**src/rtl/hls_mem_harness.sv**
```systemverilog
// hls_mem_harness: on-chip memory emulator and run controller for an HLS core that uses the
// minimal Mout_*/M_* memory interface.
//
// Ports:
//   clk, reset         single clock, asynchronous active-low reset
//   start_port         one-cycle start pulse to the core
//   done_port          completion pulse from the core (only honoured in RUN)
//   Mout_*_ram         per-channel requests from the core (oe, we, addr, wdata, size in bits)
//   M_Rdata_ram        per-channel read data, zero when not ready
//   M_DataRdy          per-channel response strobe, LATENCY cycles after the request
//   pass               verdict of the last completed run
//   busy               high while the core is running
//   run_count          completed runs (wrapping)
//   fail_count         failed runs (saturating)
module hls_mem_harness #(
    parameter int unsigned                 CHANNELS      = 2,
    parameter int unsigned                 ADDR_W        = 32,
    parameter int unsigned                 DATA_W        = 32,
    parameter logic [ADDR_W-1:0]           IN_BASE       = ADDR_W'(32'h4000_0000),
    parameter int unsigned                 IN_WORDS      = 16,
    parameter logic [32*IN_WORDS-1:0]      IN_DATA       = (32*IN_WORDS)'('h80),
    parameter logic [ADDR_W-1:0]           OUT_BASE      = ADDR_W'(32'h4000_0200),
    parameter int unsigned                 OUT_WORDS     = 4,
    parameter logic [32*OUT_WORDS-1:0]     EXPECTED      =
        (32*OUT_WORDS)'(128'h0000_0083_0000_0082_0000_0081_0000_0080),
    parameter int unsigned                 LATENCY       = 1,
    parameter int unsigned                 RESTART_DELAY = 200,
    parameter int unsigned                 TIMEOUT       = 65535
) (
    input  logic                         clk,
    input  logic                         reset,
    output logic                         start_port,
    input  logic                         done_port,
    input  logic [CHANNELS-1:0]          Mout_oe_ram,
    input  logic [CHANNELS-1:0]          Mout_we_ram,
    input  logic [CHANNELS*ADDR_W-1:0]   Mout_addr_ram,
    input  logic [CHANNELS*DATA_W-1:0]   Mout_Wdata_ram,
    input  logic [CHANNELS*6-1:0]        Mout_data_ram_size,
    output logic [CHANNELS*DATA_W-1:0]   M_Rdata_ram,
    output logic [CHANNELS-1:0]          M_DataRdy,
    output logic                         pass,
    output logic                         busy,
    output logic [15:0]                  run_count,
    output logic [15:0]                  fail_count
);

    // ------------------------------------------------------------------
    // Per-channel request decode
    // ------------------------------------------------------------------
    logic [CHANNELS-1:0]          req;
    logic [CHANNELS-1:0]          ch_bad;
    logic [OUT_WORDS-1:0]         ch_set [CHANNELS];
    logic [CHANNELS*DATA_W-1:0]   rd_data;

    for (genvar c = 0; c < CHANNELS; c++) begin : g_ch
        logic                 oe, we, in_ok, out_ok, wr_ok;
        logic [ADDR_W-1:0]    addr, in_off, out_off;
        logic [DATA_W-1:0]    wdata, in_word, exp_word;
        logic [5:0]           size;
        logic [OUT_WORDS-1:0] out_hit;

        assign oe      = Mout_oe_ram[c];
        assign we      = Mout_we_ram[c];
        assign addr    = Mout_addr_ram[c*ADDR_W +: ADDR_W];
        assign wdata   = Mout_Wdata_ram[c*DATA_W +: DATA_W];
        assign size    = Mout_data_ram_size[c*6 +: 6];

        // Addresses below a base wrap to a huge index and fall out of the window.
        assign in_off  = addr - IN_BASE;
        assign out_off = addr - OUT_BASE;
        assign in_ok   = (addr[1:0] == 2'b00) && ((in_off >> 2) < ADDR_W'(IN_WORDS));
        assign out_ok  = (addr[1:0] == 2'b00) && ((out_off >> 2) < ADDR_W'(OUT_WORDS));

        always_comb begin
            in_word = '0;
            for (int i = 0; i < IN_WORDS; i++) begin
                if ((in_off >> 2) == ADDR_W'(i)) in_word = IN_DATA[32*i +: 32];
            end
        end

        always_comb begin
            exp_word = '0;
            out_hit  = '0;
            for (int i = 0; i < OUT_WORDS; i++) begin
                if (out_ok && ((out_off >> 2) == ADDR_W'(i))) begin
                    exp_word   = EXPECTED[32*i +: 32];
                    out_hit[i] = 1'b1;
                end
            end
        end

        assign wr_ok     = we && out_ok && (size == 6'd32);
        assign req[c]    = oe | we;
        assign ch_set[c] = wr_ok ? out_hit : '0;
        // oe together with we is executed as a write but always counts as a protocol error.
        assign ch_bad[c] = we && (!wr_ok || (wdata != exp_word) || oe);
        assign rd_data[c*DATA_W +: DATA_W] = (oe && !we && in_ok) ? in_word : '0;
    end

    logic [OUT_WORDS-1:0] wr_set;
    always_comb begin
        wr_set = '0;
        for (int c = 0; c < CHANNELS; c++) wr_set = wr_set | ch_set[c];
    end

    // ------------------------------------------------------------------
    // Response pipeline: stage 0 is loaded at the request edge
    // ------------------------------------------------------------------
    logic [CHANNELS-1:0]        rdy_q [LATENCY];
    logic [CHANNELS*DATA_W-1:0] dat_q [LATENCY];

    always_ff @(posedge clk or negedge reset) begin
        if (!reset) begin
            for (int s = 0; s < LATENCY; s++) begin
                rdy_q[s] <= '0;
                dat_q[s] <= '0;
            end
        end else begin
            rdy_q[0] <= req;
            dat_q[0] <= rd_data;
            for (int s = 1; s < LATENCY; s++) begin
                rdy_q[s] <= rdy_q[s-1];
                dat_q[s] <= dat_q[s-1];
            end
        end
    end

    assign M_DataRdy   = rdy_q[LATENCY-1];
    assign M_Rdata_ram = dat_q[LATENCY-1];

    // ------------------------------------------------------------------
    // Run FSM and scoring
    // ------------------------------------------------------------------
    typedef enum logic [1:0] {StWait, StStart, StRun, StCheck} state_e;

    state_e               state_q;
    logic [31:0]          delay_q;
    logic [31:0]          run_cnt_q;
    logic                 timeout_q;
    logic                 mismatch_q;
    logic [OUT_WORDS-1:0] written_q;
    logic                 start_q;
    logic                 busy_q;
    logic                 pass_q;
    logic [15:0]          run_count_q;
    logic [15:0]          fail_count_q;
    logic                 verdict;

    assign verdict = (&written_q) & ~mismatch_q & ~timeout_q;

    always_ff @(posedge clk or negedge reset) begin
        if (!reset) begin
            state_q      <= StWait;
            delay_q      <= '0;
            run_cnt_q    <= '0;
            timeout_q    <= 1'b0;
            mismatch_q   <= 1'b0;
            written_q    <= '0;
            start_q      <= 1'b0;
            busy_q       <= 1'b0;
            pass_q       <= 1'b0;
            run_count_q  <= '0;
            fail_count_q <= '0;
        end else begin
            start_q <= 1'b0;
            unique case (state_q)
                StWait: begin
                    if (delay_q == '0) begin
                        state_q <= StStart;
                        start_q <= 1'b1;
                    end else begin
                        delay_q <= delay_q - 32'd1;
                    end
                end
                StStart: begin
                    written_q  <= '0;
                    mismatch_q <= 1'b0;
                    timeout_q  <= 1'b0;
                    run_cnt_q  <= '0;
                    busy_q     <= 1'b1;
                    state_q    <= StRun;
                end
                StRun: begin
                    // Writes are scored at the request edge, including one coincident with done.
                    written_q  <= written_q | wr_set;
                    mismatch_q <= mismatch_q | (|ch_bad);
                    if (done_port) begin
                        busy_q  <= 1'b0;
                        state_q <= StCheck;
                    end else if (run_cnt_q == 32'(TIMEOUT - 1)) begin
                        timeout_q <= 1'b1;
                        busy_q    <= 1'b0;
                        state_q   <= StCheck;
                    end else begin
                        run_cnt_q <= run_cnt_q + 32'd1;
                    end
                end
                StCheck: begin
                    pass_q      <= verdict;
                    run_count_q <= run_count_q + 16'd1;
                    if (!verdict && (fail_count_q != 16'hFFFF)) begin
                        fail_count_q <= fail_count_q + 16'd1;
                    end
                    delay_q <= 32'(RESTART_DELAY - 1);
                    state_q <= StWait;
                end
                default: state_q <= StWait;
            endcase
        end
    end

    assign start_port = start_q;
    assign busy       = busy_q;
    assign pass       = pass_q;
    assign run_count  = run_count_q;
    assign fail_count = fail_count_q;

endmodule

```
**config.mk**
```make
export PLATFORM = sky130hd
export DESIGN_NAME = hls_mem_harness
export DESIGN_NICKNAME = d
export VERILOG_FILES = /design/src/rtl/hls_mem_harness.sv
export SDC_FILE = /design/constraint.sdc
export NUM_CORES = 1
export LEC_CHECK = 0
export BUFFER_PORTS_ARGS = -buffer_cell sky130_fd_sc_hd__buf_2
export CORE_ASPECT_RATIO = 1.5
export CORE_MARGIN = 2
export CORE_UTILIZATION = 45
export DETAILED_ROUTE_END_ITERATION = 10
export HOLD_SLACK_MARGIN = 0.05
export PLACE_DENSITY_LB_ADDON = 0.15
export SLEW_MARGIN = 20
export SYNTH_ARGS = -nofsm -noshare
export SYNTH_HDL_FRONTEND = slang
export SYNTH_SLANG_ARGS = --single-unit
```
**constraint.sdc**
```tcl
create_clock -name clk -period 8.5 [get_ports clk]
set_input_delay 0.425 -clock clk [delete_from_list [all_inputs] [get_ports clk]]
set_output_delay 0.425 -clock clk [all_outputs]
set_load 0.01 [all_outputs]
```
==> results of run 1 <==
## sequential cells by signal (all words and copies together), names as in the netlist
name         flops
delay_q         32
busy             1
M_Rdata_ram      2
mismatch_q       1
written_q        4
M_DataRdy        2
run_count       16
pass             1
fail_count      16
run_cnt_q       32
state_q          2
start_port       1
timeout_q        1
## report_power, final
part / switching [W] / total [W] / internal [W]
registers: 0.0000608 / 0.000638 / 0.000578
logic: 0.000254 / 0.000410 / 0.000156
clock network: 0.000201 / 0.000403 / 0.000202
total: 0.000516 / 0.00145 / 0.000935
## cell usage in the layout (no fill, tap or decap), drive strengths merged, types with 4 or more instances in the layout
cell type and n:
a21oi 20, a31oi 4, and2 7, and3 19, and4 9, buf 188, clkbuf 9, conb 62
dfrtp 111, ha 12, inv 27, mux2 4, mux2i 4, nand2 44, nand2b 4, nand3 37
nand3b 4, nand4 22, nand4b 8, nor2 92, nor2b 6, nor3 22, nor3b 7, nor4 38
nor4b 6, o21ai 18, or2 6, or3 13, or4 10, xnor2 38, xor2 45
## area by class of cell
cell class	instances	area, um^2	area share, %
multi-input cells	602	3730	46.07
flip-flops and latches	111	2778	34.31
repair buffers	189	964.7	11.92
well taps	199	249.0	3.076
clock buffers	9	225.2	2.782
inverters	25	93.84	1.159
clock inverters	7	55.05	0.6801
## layer usage
layer | vias up | GRT usage, %
met1 | 2859 | 24.31
met2 | 183 | 38.53
met4 | 0 | 6.222
met3 | 23 | 2.799
met5 | - | 0
li1 | 2939 | -
## metrics by stage
step                      cell area, um^2  hold WS, ns  utilization [%]
after floorplan                      7167       0.1294                -
after global placement               7801       0.4087            51.76
after detailed placement             7801       0.4064            51.76
after CTS                            8092       0.3160            53.69
after global routing                 8095       0.3098            53.72
final                                8095       0.3200            53.72
## worst max-delay path, delay by kind of cell, from the launching register on
family	cells	cell delay [ns]
AO/OA/AOI/OAI	1	0.25
flip-flops	1	0.39
AND/OR/NAND/NOR	5	2.67
## worst paths after layout
kind	to	cells past startpoint	slack [ns]	start
min in group asynchronous	delay_q[20]$_DFFE_PN0P_	2	0.57	reset
worst max register to register	delay_q[24]$_DFFE_PN0P_	6	5.10	delay_q[7]$_DFFE_PN0P_
worst max-delay path	delay_q[24]$_DFFE_PN0P_	6	5.10	delay_q[7]$_DFFE_PN0P_
max in group asynchronous	timeout_q$_DFFE_PN0P_	3	6.88	reset
worst min-delay path	M_DataRdy[1]$_DFF_PN0_	2	0.32	Mout_oe_ram[1]
worst min register to register	run_count[15]$_DFFE_PN0P_	1	0.48	run_count[15]$_DFFE_PN0P_
## logic make-up after synthesis
family	after synthesis
simple gates	364
flops	111
buf+inv	103
xor+xnor	83
compound gates	73
fa+ha+maj	12
mux	8
other cells	1
==> impl_metrics.env, run 1 <==
export IMPL_fin_cells=1142
export IMPL_layout_drive_gt1_share_pct=24.71
export IMPL_maxCapViolCount=0
export IMPL_route_top_layer_used="met4"
export IMPL_clk_pin_slew_ns=0.08
export IMPL_n_antenna_cell=0
export IMPL_yosysSeqAreaShare_pct=40.04
export IMPL_power_density_mw_per_mm2=179.3
export IMPL_worstMarginPinSlew_ns=0.9869
export IMPL_fillCellCount=1433
export IMPL_post_route_min_period_ns=3.396
export IMPL_arrival_ns=3.66
export IMPL_async_flop_share_pct=100.0
export IMPL_wl_um=17040
export IMPL_synth_top_area_share_pct=40.04
export IMPL_path_class="reg -> reg"
export IMPL_die_w_um=105.4
export IMPL_p_leak_nw=3.836
export IMPL_synth_distinct_cells=69
export IMPL_synth_seq_cells=111
export IMPL_met3_length_um=837
export IMPL_syn_area_mm2=0.006938
export IMPL_muxShareOfSynthArea_pct=1.226
export IMPL_avgSynthCellArea_um2=9.189
export IMPL_drt_iter0_markers=209
export IMPL_dr_pass1_iters=4
export IMPL_path_cells="or4_4 -> or4b_4 -> nor4_4 -> nand3_2 -> and2_1 -> a21oi_1"
export IMPL_overflow=0
export IMPL_initial_utilization_pct=46.04
export IMPL_fin_crit_sh_pct=39.95
export IMPL_core_area_mm2=0.01507
export IMPL_yosys_area_share_adder_pct=2.164
export IMPL_port_buffers=185
export IMPL_cp_required_ns=8.76
export IMPL_ioPinCount=248
export IMPL_synthTopCellsByCount="dfrtp_1, nor2_1, buf_4"
export IMPL_worstSkewPairLatency_ns=0.35
export IMPL_postCtsSetupBuffers=0
export IMPL_grt_usage_pct=20.64
export IMPL_hold_violations=0
export IMPL_hpwl_um=13230
export IMPL_hp_class="in -> reg"
export IMPL_slew_headroom_pct=33.96
export IMPL_synthTopCellsByArea="dfrtp_1, buf_4, xor2_1"
export IMPL_synth_edff_count=0
export IMPL_pre_cts_slack_ns=5.084
export IMPL_antenna_found_initial=0
export IMPL_drt_antenna_violating_nets=0
export IMPL_synth_compound_area_share_pct=6.943
export IMPL_rows=55
export IMPL_finalWeightedCongestion=0.8751
export IMPL_routedWlPerCell_um=14.92
export IMPL_synth_top_family_by_area="simple AND/OR/NAND/NOR gates"
export IMPL_drv_slew=0
export IMPL_cts_tree="built"
export IMPL_syn_inst=755
export IMPL_synth_simple_gate_area_share_pct=29.47
export IMPL_rsz0062_at_grt="no"
export IMPL_cts_resized=0
export IMPL_ys_warn_count=0
export IMPL_drc=0
export IMPL_grt_pass1_vias=5821
export IMPL_finalClockSkew_ns=0.007782
export IMPL_grt_pass1_wl_um=27430
export IMPL_status="finished, final reports clean"
export IMPL_end_kind="flop"
export IMPL_synth_xor_area_share_pct=10.48
export IMPL_holdBufCountCts=1
export IMPL_worst_path_max_delay_cell="and2_1"
export IMPL_synth_largest_area_cell="dfrtp_1"
export IMPL_dp_cells=1125
export IMPL_fmax_ghz=0.2945
export IMPL_met1_length_um=6824
export IMPL_vias_per_cell=5.257
export IMPL_root_buffer="clkbuf_16"
export IMPL_clockBufferDepth=2
export IMPL_cts_sinks=111
export IMPL_fin_tns_setup_ns=0
export IMPL_crit_path_max_incr_delay_ns=0.65
export IMPL_cp_start_kind="flop"
export IMPL_power_w=0.001451
export IMPL_nets=1097
export IMPL_setup_slack_ns=5.104
export IMPL_max_vdd_ir_drop_mv=0.09898
export IMPL_cts_max_level=3
export IMPL_yosysMostFrequentCell="dfrtp_1"
export IMPL_routed_via_count=6004
export IMPL_ys_flop_type="dfrtp_1"
export IMPL_wl_met2_um=9076
export IMPL_cts_made_buffers=9
export IMPL_setup_viol=0
export IMPL_area_growth_pct=16.68
export IMPL_die_h_um=156.1
export IMPL_worstPathMaxFanout=25
export IMPL_die_area_mm2=0.01645
export IMPL_grt_max_degree=78
(Power assumes the default switching activity.)
==> inputs of run 2 (changes only) <==
Settings changed: ABC_AREA set to 1.
Clock period 8.5 ns to 2.8 ns, I/O delays scaled along.
==> run 2 against run 1 <==
  * Total power increased to 3.3 times the previous value
  * Combinational power rose to 3.8 times the previous value
  * Count of clock-buffer cells in the layout unchanged
  * Sequential power rose to 3.1 times the previous value
  * Worst hold slack got worse by 0.26 ns
  * Critical path depth grew 12
  * Sequential cell count did not move
  * Worst setup slack worse by 4.7 ns
  * Maximum frequency up 40%
  * Design area rose by 23%
  * Critical path type unchanged
  * Highest routed layer unchanged
==> impl_metrics.env, run 2 <==
export IMPL_status="finished, final reports clean"
export IMPL_cts_sinks=111
export IMPL_finalWeightedCongestion=0.9384
export IMPL_grt_pass1_vias=8308
export IMPL_core_area_mm2=0.01855
export IMPL_met3_usage_pct=2.804
export IMPL_hpwl_um=19050
export IMPL_hold_violations=0
export IMPL_die_w_um=116.5
export IMPL_layout_common_cells="nand2_1, nor2_1, buf_2"
export IMPL_die_h_um=172.7
export IMPL_end_kind="flop"
export IMPL_seq_power_share_pct=40.4
export IMPL_cts_tree="built"
export IMPL_cts_made_buffers=9
export IMPL_antenna_found_initial=0
export IMPL_power_w=0.004841
export IMPL_combPwrFrac_pct=32.5
export IMPL_met1_usage_pct=24.53
export IMPL_worstSkewPairLatency_ns=0.35
export IMPL_worstMarginPinSlew_ns=0.7269
export IMPL_dr_pass1_iters=5
export IMPL_root_buffer="clkbuf_16"
export IMPL_grt_max_degree=56
export IMPL_layout_drive_gt1_share_pct=20.95
export IMPL_n_antenna_cell=0
export IMPL_switching_share_pct=39.30
export IMPL_syn_inst=1220
export IMPL_clockBufferDepth=2
export IMPL_maxCapViolCount=0
export IMPL_ys_flop_type="dfrtp_1"
export IMPL_routedWlPerCell_um=13.39
export IMPL_dp_cells=1660
export IMPL_fin_cells=1679
export IMPL_clk_pin_slew_ns=0.09
export IMPL_slew_headroom_pct=51.54
export IMPL_max_vdd_ir_drop_mv=0.2826
export IMPL_cts_resized=0
export IMPL_worstPathMaxFanout=6
export IMPL_p_leak_nw=5.165
export IMPL_synthTopCellsByArea="dfrtp_1, nand2_1, nor2_1"
export IMPL_vias_per_cell=4.924
export IMPL_fin_tns_setup_ns=0
export IMPL_avgSynthCellArea_um2=7.001
export IMPL_cts_max_level=3
export IMPL_r2r_cells=18
export IMPL_ys_warn_count=0
export IMPL_gr_usage_met2_pct=44.67
export IMPL_rows=61
export IMPL_synth_seq_cells=111
export IMPL_finalClockSkew_ns=0.01518
export IMPL_grt_pass1_wl_um=37450
export IMPL_yosysMostFrequentCell="nand2_1"
export IMPL_area_growth_pct=16.22
export IMPL_pre_cts_slack_ns=0.4044
export IMPL_startpoint="delay_q[0]$_DFFE_PN0P_"
export IMPL_drt_iter0_markers=339
export IMPL_synth_distinct_cells=53
export IMPL_cp_required_ns=3.04
export IMPL_setup_slack_ns=0.3826
export IMPL_synth_top_area_share_pct=32.52
export IMPL_ioPinCount=248
export IMPL_busiest_layer="met2"
export IMPL_overflow=0
export IMPL_postCtsSetupBuffers=0
export IMPL_drv_slew=0
export IMPL_wl_um=22480
export IMPL_layout_commonest_cell="nand2_1"
export IMPL_syn_area_mm2=0.008541
export IMPL_routed_via_count=8267
export IMPL_async_flop_share_pct=100.0
export IMPL_drc=0
export IMPL_yosysSeqAreaShare_pct=32.52
export IMPL_path_class="reg -> reg"
export IMPL_grt_usage_pct=22.89
export IMPL_synthTopCellsByCount="nand2_1, nor2_1, inv_1"
export IMPL_reg2reg_to="delay_q[26]$_DFFE_PN0P_"
export IMPL_hp_class="in -> reg"
export IMPL_reg_top3="delay_q: 32 flops, run_cnt_q: 32 flops"
export IMPL_p_int_w=0.002939
export IMPL_cp_start_kind="flop"
export IMPL_synth_largest_area_cell="dfrtp_1"
export IMPL_nets=1581
export IMPL_port_buffers=185
export IMPL_timing_rr_start="delay_q[0]$_DFFE_PN0P_"
export IMPL_post_route_min_period_ns=2.417
export IMPL_rsz0062_at_grt="no"
export IMPL_r2r_slack_ns=0.38
export IMPL_synth_edff_count=0
export IMPL_drt_antenna_violating_nets=0
export IMPL_p_sw_w=0.001903
export IMPL_fin_crit_sh_pct=86.33
export IMPL_arrival_ns=2.66
export IMPL_die_area_mm2=0.02012
export IMPL_setup_viol=0
export IMPL_clock_power_share_pct=27.1
export IMPL_power_density_mw_per_mm2=487.8
export IMPL_initial_utilization_pct=46.05
export IMPL_crit_path_end="delay_q[26]$_DFFE_PN0P_"
export IMPL_fmax_ghz=0.4137
[run 2: changes by cell type after synthesis, sizes merged, moves of 24 or more]
cell,change
inv,+136
a21oi,+24
o21ai,+28
nor2,+135
nand2,+221
nand3,+44
[run 2: cell type report]
cell class,instances,area (um^2)
well taps,252,315.3
repair buffers,197,1026
inverters,163,613.1
multi-input cells,940,4886
flip-flops and latches,111,2778
clock inverters,7,82.58
fillers,1909,8621
clock buffers,9,225.2
[run 2: worst min path at each step]
stage / from / endpoint / slack, ns / cells past startpoint
floorplan: reset / M_DataRdy[0]$_DFF_PN0_ / -0.16 / 0
global placement: reset / delay_q[29]$_DFFE_PN0P_ / 0.24 / 1
detailed placement: reset / delay_q[29]$_DFFE_PN0P_ / 0.24 / 1
CTS: Mout_oe_ram[1] / M_DataRdy[1]$_DFF_PN0_ / 0.06 / 3
global route: Mout_oe_ram[1] / M_DataRdy[1]$_DFF_PN0_ / 0.06 / 3
finish: Mout_oe_ram[1] / M_DataRdy[1]$_DFF_PN0_ / 0.06 / 3
[run 2: power groups by stage]
stage | Combinational [W] | Sequential, W | Clock, W
CTS | 0.00160 | 0.00196 | 0.00135
detailed placement | 0.00159 | 0.00199 | 0
global placement | 0.00156 | 0.00199 | 0
global route | 0.00178 | 0.00199 | 0.00142
finish | 0.00157 | 0.00196 | 0.00131
floorplan | 0.00105 | 0.00198 | 0
[run 2: worst max-delay path: stages (launching register included)]
cell and delay [ns]:
dfrtp_1 0.37, inv_1 0.11, ha_1 0.17, inv_1 0.06, nor2_1 0.18, nand2_1 0.08
nor2_1 0.09, nand3_1 0.09, o21ai_2 0.26, o21ai_4 0.14, nand3_2 0.09, nor2_2 0.05
nand2_2 0.09, inv_2 0.06, nand2_2 0.09, inv_1 0.08, nand3_1 0.10, a21oi_1 0.08
o21a_1 0.12
[run 2: stage by stage]
stage | area [um^2] | utilization, % | hold WS (ns)
5_1_grt | 9926 | 53.52 | 0.06122
4_1_cts | 9926 | 53.52 | 0.06008
3_5_place_dp | 9588 | 51.70 | 0.2401
2_1_floorplan | 8770 | - | -0.1556
3_3_place_gp | 9588 | 51.70 | 0.2365
6_report | 9926 | 53.52 | 0.05827
[run 2: timing repair]
item | 4_1_cts | 5_1_grt
hold endpoints to repair | 53 | 0
hold buffers | 3 | 0
endpoints found under the setup margin | 0 | 0
[run 2: logic make-up (layout without fill, tap and decap cells)]
family / count (synthesis) / count (layout) / synth area share (%)
buf+inv: 230 / 376 / 12.95
simple gates: 704 / 704 / 40.10
compound gates: 112 / 112 / 7.501
flops: 111 / 111 / 32.52
fa+ha+maj: 12 / 12 / 1.758
xor+xnor: 50 / 50 / 5.127
other cells: 1 / 62 / 0.04391
[run 2: per-layer routing]
metal	part of all wire [%]	vias up	wire length [um]
li1	-	4236	-
met5	0	-	0
met2	56	233	12600
met1	37	3761	8265
met3	4.4	37	994
met4	2.7	0	618
==> inputs of run 3 (changes only) <==
--- a/config.mk
+++ b/config.mk
@@ -13,2 +13,3 @@
 export DETAILED_ROUTE_END_ITERATION = 10
+export GPL_TIMING_DRIVEN = 0
 export HOLD_SLACK_MARGIN = 0.05
--- a/constraint.sdc
+++ b/constraint.sdc
@@ -3,2 +3,2 @@
 set_output_delay 0.14 -clock clk [all_outputs]
-set_load 0.01 [all_outputs]
+set_load 0.02 [all_outputs]
==> run 3 against run 2 <==
  * Final cell count is 3.6% higher
  * Clock skew is 0.0078 ns lower
  * Worst setup slack got worse by 0.042 ns
  * Highest routed layer unchanged
  * Total power grew 2.3%
  * Non-clock buffer count increased by 60
  * Sequential power barely moved
  * Design area up 4.4%
  * Critical endpoint unchanged
  * First-iteration DRC count grew 10%
  * Largest power group unchanged
  * Clock power shrank 5%
  * Critical path depth unchanged
  * Wire length shrank 1.1%
==> impl_metrics.env, run 3 (synthesis gave the netlist of run 2 again) <==
export IMPL_core_area_mm2=0.01855
export IMPL_rsz0062_at_grt="no"
export IMPL_p_leak_nw=5.483
export IMPL_die_area_mm2=0.02012
export IMPL_port_buffers=185
export IMPL_grt_pass1_vias=8325
export IMPL_worstSkewPairLatency_ns=0.36
export IMPL_grt_max_degree=69
export IMPL_drt_iter0_markers=373
export IMPL_setup_viol=0
export IMPL_switching_share_pct=39.44
export IMPL_maxCapViolCount=0
export IMPL_pre_cts_slack_ns=0.3262
export IMPL_slew_headroom_pct=41.88
export IMPL_cts_made_buffers=9
export IMPL_clockBufferDepth=2
export IMPL_wl_um=22230
export IMPL_combPwrFrac_pct=35.2
export IMPL_p_int_w=0.003000
export IMPL_max_vdd_ir_drop_mv=0.3852
export IMPL_path_class="reg -> reg"
export IMPL_cts_resized=0
export IMPL_root_buffer="clkbuf_16"
export IMPL_reg_top3="delay_q: 32 flops, run_cnt_q: 32 flops"
export IMPL_antenna_found_initial=0
export IMPL_initial_utilization_pct=46.05
export IMPL_setup_slack_ns=0.3408
export IMPL_drc=0
export IMPL_hpwl_um=18570
export IMPL_grt_usage_pct=22.85
export IMPL_finalWeightedCongestion=0.9444
export IMPL_worstMarginPinSlew_ns=0.8639
export IMPL_clk_pin_slew_ns=0.07
export IMPL_die_w_um=116.5
export IMPL_fin_util_pct=55.90
export IMPL_vias_per_cell=4.874
export IMPL_arrival_ns=2.71
export IMPL_post_route_min_period_ns=2.459
export IMPL_fin_crit_sh_pct=87.83
export IMPL_cp_required_ns=3.05
export IMPL_cts_max_level=3
export IMPL_fin_tns_setup_ns=0
export IMPL_p_sw_w=0.001954
export IMPL_n_antenna_cell=0
export IMPL_overflow=0
export IMPL_power_density_mw_per_mm2=477.8
export IMPL_die_h_um=172.7
export IMPL_layout_drive_gt1_share_pct=23.81
export IMPL_grt_pass1_wl_um=37290
export IMPL_hp_class="in -> reg"
export IMPL_seq_power_share_pct=39.5
export IMPL_area_growth_pct=21.39
export IMPL_cts_sinks=111
export IMPL_layout_common_cells="nand2_1, nor2_1, buf_2"
export IMPL_routed_via_count=8476
export IMPL_rows=61
export IMPL_hold_violations=0
export IMPL_cp_start_kind="flop"
export IMPL_dr_pass1_iters=5
export IMPL_drt_antenna_violating_nets=0
export IMPL_routedWlPerCell_um=12.78
export IMPL_drv_slew=0
export IMPL_end_kind="flop"
export IMPL_ioPinCount=248
export IMPL_clock_power_share_pct=25.3
export IMPL_worstPathMaxFanout=6
export IMPL_power_w=0.004953
export IMPL_cts_tree="built"
export IMPL_finalClockSkew_ns=0.007342
export IMPL_layout_commonest_cell="nand2_1"
export IMPL_fmax_ghz=0.4066
export IMPL_status="finished, final reports clean"
export IMPL_postCtsSetupBuffers=0
export IMPL_nets=1641
-- run 3: cell types whose count changed in the layout (fill, tap and decap cells not counted), sizes merged --
| cell | before | now |
|---|---|---|
| buf | 194 | 250 |
| inv | 165 | 164 |
| clkbuf | 9 | 14 |
| clkinvlp | 1 | 0 |
| dlygate4sd3 | 3 | 4 |
-- run 3: path summary, 6_finish.rpt --
path	slack, ns	start	end	cells past startpoint
setup / recovery	0.34	delay_q[0]$_DFFE_PN0P_	delay_q[26]$_DFFE_PN0P_	18
hold / removal	0.08	Mout_we_ram[0]	M_DataRdy[0]$_DFF_PN0_	3
setup reg to reg	0.34	delay_q[0]$_DFFE_PN0P_	delay_q[26]$_DFFE_PN0P_	18
hold reg to reg	0.50	run_count[14]$_DFFE_PN0P_	run_count[14]$_DFFE_PN0P_	1
max in group asynchronous	1.78	reset	fail_count[13]$_DFFE_PN0P_	3
min in group asynchronous	0.36	reset	run_cnt_q[17]$_DFFE_PN0P_	2
-- run 3: final cells by class --
class	instances	area [um^2]
fill	1900	8179
multi-input combinational	940	4886
clock buffer	11	242.7
buffer	67	493.0
sequential	111	2778
clock inverter	5	40.04
timing repair buffer	190	999.7
inverter	163	613.1
tap	252	315.3
-- run 3: timing repair --
| action | CTS | global route |
|---|---|---|
| hold endpoints to repair | 70 | 0 |
| hold buffers | 4 | 0 |
| setup endpoints to repair | 0 | 0 |
-- run 3: routing by layer --
layer	global-route usage, %	part of all wire [%]	up-vias
met5	0	0	-
met4	10.57	3.7	0
met3	2.944	4.3	50
met2	42.66	54	240
met1	24.78	38	3834
li1	-	-	4352
-- run 3: metrics by stage --
stage | std cells | hold slack (ns) | instance area [um^2]
after CTS | 1739 | 0.05906 | 10370
after floorplan | 1281 | -0.1556 | 8770
after detailed placement | 1719 | 0.2040 | 10040
final | 1739 | 0.07862 | 10370
after global routing | 1739 | 0.07164 | 10370
after global placement | 1718 | 0.3764 | 10010
-- run 3: power by group through the flow --
stage          clock network [W]  registers, W  logic (W)
2_1_floorplan                  0       0.00205    0.00109
3_3_place_gp                   0       0.00198    0.00172
3_5_place_dp                   0       0.00199    0.00175
4_1_cts                  0.00130       0.00196    0.00176
5_1_grt                  0.00136       0.00198    0.00196
6_report                 0.00125       0.00196    0.00174
-- run 3: critical path, stage by stage (launching register included) --
cell	delay (ns)
dfrtp_1	0.37
inv_1	0.10
ha_1	0.15
inv_1	0.05
nor2_1	0.18
nand2_1	0.07
nor2_1	0.11
nand3_1	0.10
o21ai_2	0.27
o21ai_4	0.14
nand3_2	0.10
nor2_2	0.05
nand2_2	0.09
inv_2	0.06
nand2_2	0.10
inv_1	0.09
nand3_1	0.11
a21oi_1	0.08
o21a_1	0.13
